`config.mk`:
```
export PLATFORM = sky130hd
export DESIGN_NAME = axil_regfile_flat
export DESIGN_NICKNAME = d
export VERILOG_FILES = /design/src/rtl/axil_pkg.sv /design/src/rtl/axil_if.sv /design/src/rtl/axil_regfile_wr_join.sv /design/src/rtl/axil_regfile.sv /design/src/flat_wrapper.sv
export SDC_FILE = /design/constraint.sdc
export NUM_CORES = 1
export LEC_CHECK = 0
export ABC_AREA = 1
export CAP_MARGIN = 0
export CELL_PAD_IN_SITES_DETAIL_PLACEMENT = 0
export CELL_PAD_IN_SITES_GLOBAL_PLACEMENT = 1
export CORE_UTILIZATION = 40
export DETAILED_ROUTE_END_ITERATION = 12
export PLACE_DENSITY = 0.95
export SYNTH_ARGS = -nofsm -noshare
export SYNTH_HDL_FRONTEND = slang
export SYNTH_HIERARCHICAL = 1
export SYNTH_SLANG_ARGS = --single-unit
```
`constraint.sdc`:
```
create_clock -name clk -period 4.6 [get_ports clk]
set_input_delay 0.92 -clock clk [delete_from_list [all_inputs] [get_ports clk]]
set_output_delay 0.92 -clock clk [all_outputs]
set_load 0.05 [all_outputs]
```
`src/rtl/axil_pkg.sv`:
```
// axil_pkg: shared AXI4-Lite response codes and address helpers
package axil_pkg;
    localparam logic [1:0] RESP_OKAY   = 2'b00;
    localparam logic [1:0] RESP_SLVERR = 2'b10;

    function automatic int addr_lsb(input int strb_width);
        return $clog2(strb_width);
    endfunction

    function automatic logic in_range(input logic [63:0] addr, input int lsb, input int num_regs);
        return (addr >> lsb) < 64'(num_regs);
    endfunction
endpackage

```
`src/rtl/axil_if.sv`:
```
// axil_if: AXI4-Lite signal bundle with master/slave views
interface axil_if #(
    parameter int DATA_WIDTH = 32,
    parameter int ADDR_WIDTH = 32
) ();
    localparam int STRB_WIDTH = DATA_WIDTH / 8;
    logic [ADDR_WIDTH-1:0] awaddr;
    logic [2:0]            awprot;
    logic                  awvalid;
    logic                  awready;
    logic [DATA_WIDTH-1:0] wdata;
    logic [STRB_WIDTH-1:0] wstrb;
    logic                  wvalid;
    logic                  wready;
    logic [1:0]            bresp;
    logic                  bvalid;
    logic                  bready;
    logic [ADDR_WIDTH-1:0] araddr;
    logic [2:0]            arprot;
    logic                  arvalid;
    logic                  arready;
    logic [DATA_WIDTH-1:0] rdata;
    logic [1:0]            rresp;
    logic                  rvalid;
    logic                  rready;

    modport master (
        output awaddr, awprot, awvalid, wdata, wstrb, wvalid, bready, araddr, arprot, arvalid, rready,
        input  awready, wready, bresp, bvalid, arready, rdata, rresp, rvalid
    );
    modport slave (
        input  awaddr, awprot, awvalid, wdata, wstrb, wvalid, bready, araddr, arprot, arvalid, rready,
        output awready, wready, bresp, bvalid, arready, rdata, rresp, rvalid
    );
endinterface

```
`src/rtl/axil_regfile_wr_join.sv`:
```
// axil_regfile_wr_join: joins independent AW/W handshakes into one commit and owns the B channel
module axil_regfile_wr_join
    import axil_pkg::*;
#(
    parameter int DATA_WIDTH = 32,
    parameter int ADDR_WIDTH = 32,
    parameter int STRB_WIDTH = DATA_WIDTH / 8,
    parameter int NUM_REGS   = 16
) (
    input  logic                  clk,
    input  logic                  rst,
    input  logic [ADDR_WIDTH-1:0] awaddr,
    input  logic                  awvalid,
    output logic                  awready,
    input  logic [DATA_WIDTH-1:0] wdata,
    input  logic [STRB_WIDTH-1:0] wstrb,
    input  logic                  wvalid,
    output logic                  wready,
    input  logic                  bready,
    output logic                  bvalid,
    output logic [1:0]            bresp,
    output logic                  commit,
    output logic                  hit,
    output logic [ADDR_WIDTH-1:0] cmt_addr,
    output logic [DATA_WIDTH-1:0] cmt_data,
    output logic [STRB_WIDTH-1:0] cmt_strb
);
    localparam int ADDR_LSB = addr_lsb(STRB_WIDTH);

    logic                  aw_full, w_full, b_free, aw_hs, w_hs;
    logic [ADDR_WIDTH-1:0] aw_q;
    logic [DATA_WIDTH-1:0] w_q;
    logic [STRB_WIDTH-1:0] s_q;

    // A slot only opens once any pending response has been (or is being) taken.
    assign b_free   = !bvalid || bready;
    assign awready  = rst && !aw_full && b_free;
    assign wready   = rst && !w_full && b_free;
    assign aw_hs    = awvalid && awready;
    assign w_hs     = wvalid && wready;
    assign commit   = (aw_full || aw_hs) && (w_full || w_hs) && b_free;
    assign cmt_addr = aw_full ? aw_q : awaddr;
    assign cmt_data = w_full ? w_q : wdata;
    assign cmt_strb = w_full ? s_q : wstrb;
    assign hit      = in_range(64'(cmt_addr), ADDR_LSB, NUM_REGS);

    // Hold whichever half arrives first; commit launches the response and frees both slots.
    always_ff @(posedge clk or negedge rst) begin
        if (!rst) begin
            aw_full <= 1'b0;
            w_full  <= 1'b0;
            bvalid  <= 1'b0;
            bresp   <= RESP_OKAY;
            aw_q    <= '0;
            w_q     <= '0;
            s_q     <= '0;
        end else if (commit) begin
            aw_full <= 1'b0;
            w_full  <= 1'b0;
            bvalid  <= 1'b1;
            bresp   <= hit ? RESP_OKAY : RESP_SLVERR;
        end else begin
            if (aw_hs) begin
                aw_full <= 1'b1;
                aw_q    <= awaddr;
            end
            if (w_hs) begin
                w_full <= 1'b1;
                w_q    <= wdata;
                s_q    <= wstrb;
            end
            if (bready) bvalid <= 1'b0;
        end
    end
endmodule

```
`src/rtl/axil_regfile.sv`:
```
// axil_regfile: AXI4-Lite slave register file with exported contents and write pulses
module axil_regfile
    import axil_pkg::*;
#(
    parameter int                      DATA_WIDTH  = 32,
    parameter int                      ADDR_WIDTH  = 32,
    parameter int                      STRB_WIDTH  = DATA_WIDTH / 8,
    parameter int                      NUM_REGS    = 16,
    parameter logic [DATA_WIDTH-1:0]   RESET_VALUE = '0
) (
    input  logic                           clk,
    input  logic                           rst,
    axil_if.slave                          s_axil,
    output logic [NUM_REGS*DATA_WIDTH-1:0] reg_out,
    output logic [NUM_REGS-1:0]            wr_pulse
);
    localparam int ADDR_LSB = addr_lsb(STRB_WIDTH);
    localparam int IW       = NUM_REGS > 1 ? $clog2(NUM_REGS) : 1;

    logic [DATA_WIDTH-1:0] regs [NUM_REGS];
    logic                  commit, hit, ar_hs, rd_ok, unused;
    logic [ADDR_WIDTH-1:0] cmt_addr;
    logic [DATA_WIDTH-1:0] cmt_data;
    logic [STRB_WIDTH-1:0] cmt_strb;
    logic [NUM_REGS-1:0]   wr_hit;
    logic [IW-1:0]         w_idx, rd_idx;

    axil_regfile_wr_join #(
        .DATA_WIDTH(DATA_WIDTH),
        .ADDR_WIDTH(ADDR_WIDTH),
        .STRB_WIDTH(STRB_WIDTH),
        .NUM_REGS  (NUM_REGS)
    ) u_wr_join (
        .clk     (clk),
        .rst     (rst),
        .awaddr  (s_axil.awaddr),
        .awvalid (s_axil.awvalid),
        .awready (s_axil.awready),
        .wdata   (s_axil.wdata),
        .wstrb   (s_axil.wstrb),
        .wvalid  (s_axil.wvalid),
        .wready  (s_axil.wready),
        .bready  (s_axil.bready),
        .bvalid  (s_axil.bvalid),
        .bresp   (s_axil.bresp),
        .commit  (commit),
        .hit     (hit),
        .cmt_addr(cmt_addr),
        .cmt_data(cmt_data),
        .cmt_strb(cmt_strb)
    );

    assign unused         = ^{s_axil.awprot, s_axil.arprot};
    assign w_idx          = IW'(cmt_addr >> ADDR_LSB);
    assign wr_hit         = (commit && hit) ? NUM_REGS'(1) << w_idx : '0;
    assign s_axil.arready = rst && (!s_axil.rvalid || s_axil.rready);
    assign ar_hs          = s_axil.arvalid && s_axil.arready;
    assign rd_ok          = in_range(64'(s_axil.araddr), ADDR_LSB, NUM_REGS);
    assign rd_idx         = IW'(s_axil.araddr >> ADDR_LSB);

    for (genvar i = 0; i < NUM_REGS; i++) begin : g_out
        assign reg_out[i*DATA_WIDTH +: DATA_WIDTH] = regs[i];
    end

    // Byte-strobed register update and one-cycle write pulse for the committed index.
    always_ff @(posedge clk or negedge rst) begin
        if (!rst) begin
            for (int i = 0; i < NUM_REGS; i++) regs[i] <= RESET_VALUE;
            wr_pulse <= '0;
        end else begin
            wr_pulse <= wr_hit;
            for (int i = 0; i < NUM_REGS; i++)
                for (int k = 0; k < STRB_WIDTH; k++)
                    if (wr_hit[i] && cmt_strb[k]) regs[i][8*k +: 8] <= cmt_data[8*k +: 8];
        end
    end

    // R channel: load on AR handshake (pre-write contents), hold until rready.
    always_ff @(posedge clk or negedge rst) begin
        if (!rst) begin
            s_axil.rvalid <= 1'b0;
            s_axil.rdata  <= '0;
            s_axil.rresp  <= RESP_OKAY;
        end else if (ar_hs) begin
            s_axil.rvalid <= 1'b1;
            s_axil.rdata  <= rd_ok ? regs[rd_idx] : '0;
            s_axil.rresp  <= rd_ok ? RESP_OKAY : RESP_SLVERR;
        end else if (s_axil.rready) begin
            s_axil.rvalid <= 1'b0;
        end
    end
endmodule
```
`src/flat_wrapper.sv`:
```
// flat-port wrapper written by rule: the top's interface ports become plain ports
module axil_regfile_flat import axil_pkg::*;
#(
    parameter int                      DATA_WIDTH  = 32,
    parameter int                      ADDR_WIDTH  = 32,
    parameter int                      STRB_WIDTH  = DATA_WIDTH / 8,
    parameter int                      NUM_REGS    = 16,
    parameter logic [DATA_WIDTH-1:0]   RESET_VALUE = '0
)
  (clk, rst, reg_out, wr_pulse, s_axil_awaddr, s_axil_awprot, s_axil_awvalid, s_axil_wdata, s_axil_wstrb, s_axil_wvalid, s_axil_bready, s_axil_araddr, s_axil_arprot, s_axil_arvalid, s_axil_rready, s_axil_awready, s_axil_wready, s_axil_bresp, s_axil_bvalid, s_axil_arready, s_axil_rdata, s_axil_rresp, s_axil_rvalid);
  axil_if #(.DATA_WIDTH(DATA_WIDTH), .ADDR_WIDTH(ADDR_WIDTH)) s_axil_i ();
  input  logic clk;
  input  logic rst;
  output logic [NUM_REGS*DATA_WIDTH-1:0] reg_out;
  output logic [NUM_REGS-1:0] wr_pulse;
  input wire logic [$bits(s_axil_i.awaddr)-1:0] s_axil_awaddr;
  input wire logic [$bits(s_axil_i.awprot)-1:0] s_axil_awprot;
  input wire logic [$bits(s_axil_i.awvalid)-1:0] s_axil_awvalid;
  input wire logic [$bits(s_axil_i.wdata)-1:0] s_axil_wdata;
  input wire logic [$bits(s_axil_i.wstrb)-1:0] s_axil_wstrb;
  input wire logic [$bits(s_axil_i.wvalid)-1:0] s_axil_wvalid;
  input wire logic [$bits(s_axil_i.bready)-1:0] s_axil_bready;
  input wire logic [$bits(s_axil_i.araddr)-1:0] s_axil_araddr;
  input wire logic [$bits(s_axil_i.arprot)-1:0] s_axil_arprot;
  input wire logic [$bits(s_axil_i.arvalid)-1:0] s_axil_arvalid;
  input wire logic [$bits(s_axil_i.rready)-1:0] s_axil_rready;
  output wire logic [$bits(s_axil_i.awready)-1:0] s_axil_awready;
  output wire logic [$bits(s_axil_i.wready)-1:0] s_axil_wready;
  output wire logic [$bits(s_axil_i.bresp)-1:0] s_axil_bresp;
  output wire logic [$bits(s_axil_i.bvalid)-1:0] s_axil_bvalid;
  output wire logic [$bits(s_axil_i.arready)-1:0] s_axil_arready;
  output wire logic [$bits(s_axil_i.rdata)-1:0] s_axil_rdata;
  output wire logic [$bits(s_axil_i.rresp)-1:0] s_axil_rresp;
  output wire logic [$bits(s_axil_i.rvalid)-1:0] s_axil_rvalid;
  assign s_axil_i.awaddr = s_axil_awaddr;
  assign s_axil_i.awprot = s_axil_awprot;
  assign s_axil_i.awvalid = s_axil_awvalid;
  assign s_axil_i.wdata = s_axil_wdata;
  assign s_axil_i.wstrb = s_axil_wstrb;
  assign s_axil_i.wvalid = s_axil_wvalid;
  assign s_axil_i.bready = s_axil_bready;
  assign s_axil_i.araddr = s_axil_araddr;
  assign s_axil_i.arprot = s_axil_arprot;
  assign s_axil_i.arvalid = s_axil_arvalid;
  assign s_axil_i.rready = s_axil_rready;
  assign s_axil_awready = s_axil_i.awready;
  assign s_axil_wready = s_axil_i.wready;
  assign s_axil_bresp = s_axil_i.bresp;
  assign s_axil_bvalid = s_axil_i.bvalid;
  assign s_axil_arready = s_axil_i.arready;
  assign s_axil_rdata = s_axil_i.rdata;
  assign s_axil_rresp = s_axil_i.rresp;
  assign s_axil_rvalid = s_axil_i.rvalid;
  axil_regfile #(.DATA_WIDTH(DATA_WIDTH), .ADDR_WIDTH(ADDR_WIDTH), .STRB_WIDTH(STRB_WIDTH), .NUM_REGS(NUM_REGS), .RESET_VALUE(RESET_VALUE)) u_core (.clk(clk), .rst(rst), .s_axil(s_axil_i), .reg_out(reg_out), .wr_pulse(wr_pulse));
endmodule
```
**Yosys cells after proc, flatten, opt, wreduce, memory -nomap -nowiden**

Cells that the tools add are included.

- Word-level logic and storage cells: 188
- Output and inout port bits: 569
- Register bits: 636

- Multiplexer cells: 18
- Reduce and logical (&&, ||, !) cells: 89
- Magnitude comparators: 3
- Bitwise gates (word level): 2
- Shift operators: 1

Operator list:

| cell | count |
|---|---|
| $mux W32 | 5 |
| $bmux W32 S4 | 1 |
| $logic_and A1 B1 Y1 | 75 |
| $lt A30 B5 Y1 const B | 2 |
| $mux W16 | 1 |
| $shl A1 B4 Y16 const A | 1 |
| $mux W1 | 8 |
| $reduce_bool A2 Y1 | 4 |
| $ge A5 B5 Y1 const B | 1 |
| $not A4 Y5 | 1 |
| $logic_not A1 Y1 | 4 |
| $logic_or A1 B1 Y1 | 4 |
| $mux W2 | 2 |
| $mux W4 | 1 |
| $reduce_and A2 Y1 | 2 |
| $not A1 Y1 | 1 |

**Depth between registers and ports, before layout**

Gate-level depths: netlist of run 1.

- Depth in word-level cells: 10
- Gate-level depth with buffers: 19
- Depth with buffers taken out: 16

**Modules after synthesis**

Netlist of run 1, hierarchy kept.

Modules (own cells, without submodules):

| module | cells each | sequential area each (um2) | times used | area each (um2) |
|---|---|---|---|---|
| axil_regfile | 3028 | 14063.5 | 1 | 25029.0 |
| axil_regfile_wr_join | 594 | 1801.7 | 1 | 3975.1 |

**Least setup slack after synthesis of run 1**

No wires, ideal clock.

- Kind: input port to output port
- Start: in s_axil_bready
- End: out s_axil_awready
- Path slack: 1.539 ns
- Stages on the path: 4
- Path buffers: 0
- Arrival: 2.141 ns
- Cell sequence: inv_1 > nand2_2 > inv_1 > nor3_1

- Word-level cells in the longest chain between the ends: 2

RTL lines:

| what | line | source |
|---|---|---|
| start, declared | flat_wrapper.sv:22 | `input wire logic [$bits(s_axil_i.bready)-1:0] s_axil_bready;` |
| $logic_or A1 B1 Y1 | axil_regfile_wr_join.sv:36 | `assign b_free = !bvalid \|\| bready;` |
| $logic_and A1 B1 Y1 | axil_regfile_wr_join.sv:37 | `assign awready = rst && !aw_full && b_free;` |
| end, declared | flat_wrapper.sv:27 | `output wire logic [$bits(s_axil_i.awready)-1:0] s_axil_awready;` |

No other way between the ends.

**Worst setup path after layout of run 1**

Same ends and word-level chain as after synthesis.

==> results.sh, run 1 <==
export IMPL_layout_cells_non_filler=5135
export IMPL_drive_gt1_frac=0.0491
export IMPL_power_static_leakage_uw=0.0168
export IMPL_drt_antenna_net_count=0
export IMPL_crit_arrival_ps=2560
export IMPL_status="complete, no violations"
export IMPL_wire_per_inst_um=22.9
export IMPL_tritoncts_num_buffers=71
export IMPL_num_nets_final=4234
export IMPL_cts_post_setup_buffers_inserted=0
export IMPL_met1_routed_length_um=46200
export IMPL_synthCells=3592
export IMPL_clock_path_buffers=3
export IMPL_layout_area_overhead_vs_synth_pct=32.3
export IMPL_slew_violations=0
export IMPL_gr_usage_all_layers=0.311
export IMPL_viasPerCell=5.52
export IMPL_crit_required_ps=3680
export IMPL_wl_met2_um=53600
export IMPL_top_level_ports=682
export IMPL_cts_tree="yes"
export IMPL_grt_overflow=0
export IMPL_max_clock_freq_mhz=287
export IMPL_criticalPathCategory="input pin to primary output"
export IMPL_remaining_drc_errors=0
export IMPL_crit_path_max_fanout=5
export IMPL_final_area_um2=38200
export IMPL_antenna_found_initial=15
export IMPL_drtPass1Iterations=6
export IMPL_finalCritPeriodShare=0.756
export IMPL_grt_first_pass_wirelength_um=171000
export IMPL_final_setup_vio_count=0
export IMPL_avgSynthCellArea_um2=8.03
export IMPL_hold_path_class="input pin to async pin"
export IMPL_syn_area_um2=28800
export IMPL_dr_total_vias=28300
export IMPL_dp_cells=4998
export IMPL_die_x_um=271
export IMPL_min_period_ps=3480
export IMPL_routed_wl_um=117000
export IMPL_clock_insertion_delay_worst_skew_ps=610
export IMPL_cts_repair_resizes=0
export IMPL_tritoncts_num_sinks=632
export IMPL_met3_length_um=11600
export IMPL_gp_congestion=0.892
export IMPL_core_area_um2=71400
export IMPL_dp_hpwl_um=80500
export IMPL_power_ir_vdd_worst_uv=263
export IMPL_timing_setup_tns_ps=0
export IMPL_worst_slew_pin_slew_ps=1110
export IMPL_cts_max_level=3
export IMPL_master_cell_of_the_clock_root_buffer="clkbuf_16"
export IMPL_cap_violations=0
export IMPL_drt_first_iter_violations=3349
export IMPL_setup_worst_path_end_class="primary output"
export IMPL_timing_slew_headroom=0.260
export IMPL_finalHoldViolations=0
export IMPL_yosysWarningCount=6
export IMPL_finClkSkew_ps=29.2
export IMPL_buffer_ports_inserted=669
export IMPL_row_count=98
export IMPL_die_height_um=271
export IMPL_cp_start_kind="input pin"
export IMPL_grt_start_max_net_pins=158
export IMPL_rsz0062_at_grt="no"
export IMPL_die_area_um2=73200
export IMPL_postCtsHoldBufs=0
export IMPL_start_util=0.404
export IMPL_highest_signal_layer="met5"
export IMPL_final_core_util=0.535
export IMPL_postPlaceCellArea_um2=35800
export IMPL_powerDensity_nw_per_um2=379
export IMPL_worst_setup_hold_path_clk_slew_ps=60
export IMPL_synth_nets=3705
export IMPL_first_global_vias=25600
-- sequential cells by signal (all words and copies together) (netlist names) --
register	count
u_core/u_wr_join/aw_full	1
u_core/s_axil.rresp	1
u_core/reg_out	512
u_core/s_axil.rdata	32
u_core/s_axil.rvalid	1
u_core/u_wr_join/aw_q	30
u_core/u_wr_join/bresp	1
u_core/u_wr_join/w_full	1
u_core/u_wr_join/w_q	32
u_core/u_wr_join/s_q	4
u_core/u_wr_join/bvalid	1
u_core/wr_pulse	16
-- through the flow --
stage / hold WS, ps / setup WS [ps] / power (uW)
6_report: 206 / 1120 / 14500
5_1_grt: 199 / 972 / 15000
4_1_cts: 176 / 1110 / 14500
3_5_place_dp: 458 / 646 / 8800
3_3_place_gp: 454 / 700 / 8770
2_1_floorplan: 442 / 1540 / 7800
-- worst paths after layout --
kind                       depth (start not counted)                            startpoint  slack [ps]                                   end
min in group clk                                   2  u_core/u_wr_join/w_q[24]$_DFFE_PN0P_         470  u_core/u_wr_join/w_q[24]$_DFFE_PN0P_
max in group asynchronous                          4                                   rst        2310        u_core/reg_out[69]$_DFFE_PN0P_
setup / recovery                                   6                         s_axil_bready        1120                        s_axil_awready
hold reg to reg                                    2  u_core/u_wr_join/w_q[24]$_DFFE_PN0P_         470  u_core/u_wr_join/w_q[24]$_DFFE_PN0P_
hold / removal                                     1                                   rst         210       u_core/reg_out[370]$_DFFE_PN0P_
setup reg to reg                                  16  u_core/u_wr_join/aw_full$_DFFE_PN0P_        1220       u_core/reg_out[147]$_DFFE_PN0P_
-- critical path: stages --
cell	delay, ps
clkdlybuf4s50_1	450
inv_1	40
nand2_2	110
inv_1	70
nor3_1	130
clkdlybuf4s50_1	830
-- report_power, final --
part / switching, uW / total, uW / internal [uW]
logic: 2190 / 2730 / 545
clock network: 2360 / 5730 / 3370
registers: 154 / 6000 / 5850
total: 4700 / 14500 / 9760
-- layer usage --
metal | GRT usage | up-vias
li1 | - | 12800
met1 | 0.411 | 13600
met2 | 0.484 | 1669
met3 | 0.0687 | 276
met4 | 0.152 | 10
met5 | 0 | -
-- layout make-up --
type | count | area, um^2
diodes | 10 | 25.0
well taps | 950 | 1190
inverters | 94 | 369
flip-flops and latches | 632 | 15800
multi-input cells | 2617 | 11300
clock buffers | 107 | 2120
fillers | 6618 | 33200
repair buffers | 705 | 7090
clock inverters | 20 | 220
-- cell usage in the layout (no fill, tap or decap), types with 2 or more instances in the layout --
cell,instances
nand2_1,1467
clkdlybuf4s50_1,663
dfrtp_1,631
nand3_1,537
o21ai_0,491
inv_1,81
clkbuf_16,71
o21ai_1,39
nor2_1,33
buf_4,29
clkbuf_8,22
nand2_2,19
clkbuf_1,15
nor2_4,12
diode_2,10
buf_12,10
clkinv_2,9
inv_2,9
nor2_2,5
inv_6,4
nor3_1,4
a21oi_1,4
bufinv_16,3
clkinvlp_4,3
clkinv_8,2
conb_1,2
Note: power is estimated with default switching activity, not from simulation.
==> run 2: changes to the inputs <==
--- a/config.mk
+++ b/config.mk
@@ -9,9 +9,9 @@
 export CAP_MARGIN = 0
 export CELL_PAD_IN_SITES_DETAIL_PLACEMENT = 0
 export CELL_PAD_IN_SITES_GLOBAL_PLACEMENT = 1
-export CORE_UTILIZATION = 40
+export CORE_UTILIZATION = 37
 export DETAILED_ROUTE_END_ITERATION = 12
-export PLACE_DENSITY = 0.95
+export PLACE_DENSITY = 0.93
 export SYNTH_ARGS = -nofsm -noshare
 export SYNTH_HDL_FRONTEND = slang
 export SYNTH_HIERARCHICAL = 1
==> constraint.sdc (replaced) <==
create_clock -name clk -period 3.65 [get_ports clk]
set_input_delay 0.73 -clock clk [delete_from_list [all_inputs] [get_ports clk]]
set_output_delay 0.73 -clock clk [all_outputs]
set_load 0.05 [all_outputs]
==> results.sh, run 2 (synthesis gave the netlist of run 1 again) <==
export IMPL_drt_antenna_net_count=0
export IMPL_postCtsHoldBufs=1
export IMPL_num_nets_final=4277
export IMPL_die_height_um=281
export IMPL_worst_setup_hold_path_clk_slew_ps=60
export IMPL_criticalPathCategory="input pin to flop"
export IMPL_fin_worst_hold_slack_ps=469
export IMPL_final_core_util=0.500
export IMPL_crit_required_ps=4090
export IMPL_buffer_ports_inserted=669
export IMPL_drtPass1Iterations=6
export IMPL_cp_start_kind="input pin"
export IMPL_min_period_ps=3290
export IMPL_finalHoldViolations=0
export IMPL_slew_violations=0
export IMPL_remaining_drc_errors=0
export IMPL_die_area_um2=79100
export IMPL_most_common_layout_cells="nand2_1 (1,467), clkdlybuf4s50_1 (661), dfrtp_1 (631), nand3_1 (537), o21ai_0 (491)"
export IMPL_first_global_vias=25800
export IMPL_gr_usage_all_layers=0.296
export IMPL_dr_total_vias=28200
export IMPL_start_util=0.373
export IMPL_crit_arrival_ps=3730
export IMPL_tritoncts_num_buffers=72
export IMPL_grt_start_max_net_pins=133
export IMPL_cts_tree="yes"
export IMPL_worst_slew_pin_slew_ps=1060
export IMPL_powerDensity_nw_per_um2=478
export IMPL_dp_hpwl_um=82400
export IMPL_rsz0062_at_grt="no"
export IMPL_timing_slew_headroom=0.291
export IMPL_totalPowerFinal_uw=18500
export IMPL_status="complete, no violations"
export IMPL_routed_wl_um=119000
export IMPL_power_static_leakage_uw=0.0170
export IMPL_tritoncts_num_sinks=632
export IMPL_max_clock_freq_mhz=304
export IMPL_wire_per_inst_um=22.7
export IMPL_crit_path_max_fanout=16
export IMPL_timing_setup_tns_ps=0
export IMPL_nFillCells=7249
export IMPL_layout_commonest_cell="nand2_1"
export IMPL_setup_worst_path_end_class="flop"
export IMPL_detailedPlace_worstSlack_ps=73.3
export IMPL_viasPerCell=5.37
export IMPL_drt_first_iter_violations=3219
export IMPL_die_x_um=281
export IMPL_cts_post_setup_buffers_inserted=0
export IMPL_final_setup_worst_slack_ps=357
export IMPL_layout_area_overhead_vs_synth_pct=34.1
export IMPL_power_ir_vdd_worst_uv=545
export IMPL_largest_reg_flops=512
export IMPL_finClkSkew_ps=29.4
export IMPL_finalCritPeriodShare=0.902
export IMPL_hold_path_class="flop to flop"
export IMPL_cap_violations=0
export IMPL_grt_overflow=0
export IMPL_core_area_um2=77300
export IMPL_grt_first_pass_wirelength_um=174000
export IMPL_gp_congestion=0.897
export IMPL_final_setup_vio_count=0
export IMPL_clock_path_buffers=3
export IMPL_antenna_found_initial=8
export IMPL_cts_repair_resizes=0
export IMPL_top_level_ports=682
export IMPL_drive_gt1_frac=0.0589
export IMPL_row_count=102
export IMPL_cts_max_level=3
export IMPL_clock_insertion_delay_worst_skew_ps=610
export IMPL_master_cell_of_the_clock_root_buffer="clkbuf_16"
## run 2: critical path, stage by stage
cell           delay [ps]
dlygate4sd3_1         560
buf_8                 180
nand4_1               160
nand2_1               130
nand3_1               130
inv_1                 130
nand2_1               180
nor2_1                160
inv_2                 160
nor2_4                430
nand2_1               490
nand2_1               160
o21ai_0                90
## run 2: where the power goes
part / internal [uW] / leakage, uW / total, uW / switching [uW]
clock network: 4340 / 0.00116 / 7360 / 3020
registers: 7370 / 0.00872 / 7560 / 190
logic: 733 / 0.00711 / 3560 / 2830
total: 12400 / 0.0170 / 18500 / 6030
## run 2: final timing paths
check                                                     startpoint                                    to  slack (ps)  depth (start not counted)
worst max-delay path                                             rst       u_core/reg_out[192]$_DFFE_PN0P_         360                         13
worst min-delay path            u_core/u_wr_join/w_q[10]$_DFFE_PN0P_  u_core/u_wr_join/w_q[10]$_DFFE_PN0P_         470                          2
worst max register to register  u_core/u_wr_join/aw_full$_DFFE_PN0P_       u_core/reg_out[192]$_DFFE_PN0P_         380                         16
worst min register to register  u_core/u_wr_join/w_q[10]$_DFFE_PN0P_  u_core/u_wr_join/w_q[10]$_DFFE_PN0P_         470                          2
max in group asynchronous                                        rst       u_core/reg_out[392]$_DFFE_PN0P_        1320                          5
min in group asynchronous                                        rst   u_core/u_wr_join/bvalid$_DFFE_PN0P_         540                          2
## run 2: layout make-up
class | instances | area (um^2) | area share
flip-flops and latches | 632 | 15800 | 0.409
clock inverters | 28 | 325 | 0.00841
clock buffers | 95 | 2030 | 0.0525
inverters | 94 | 368 | 0.00951
multi-input cells | 2617 | 11300 | 0.293
repair buffers | 747 | 7500 | 0.194
well taps | 1040 | 1300 | 0.0336
diodes | 2 | 5.00 | 0.000129
## run 2: layer usage
metal  wire [um]  up-vias  GRT usage  part of all wire
li1            -    12800          -                 -
met1       48700    13400      0.402              0.41
met2       53200     1639      0.449              0.45
met3       11600      285     0.0615             0.097
met4        5970        8      0.143             0.050
met5          51        -          0           0.00043
## run 2: through the flow
step                area [um^2]  instances
finish                    38700       5255
global route              38700       5254
CTS                       38700       5253
detailed placement        36300       5129
global placement          36300       5129
floorplan                 28800       3592
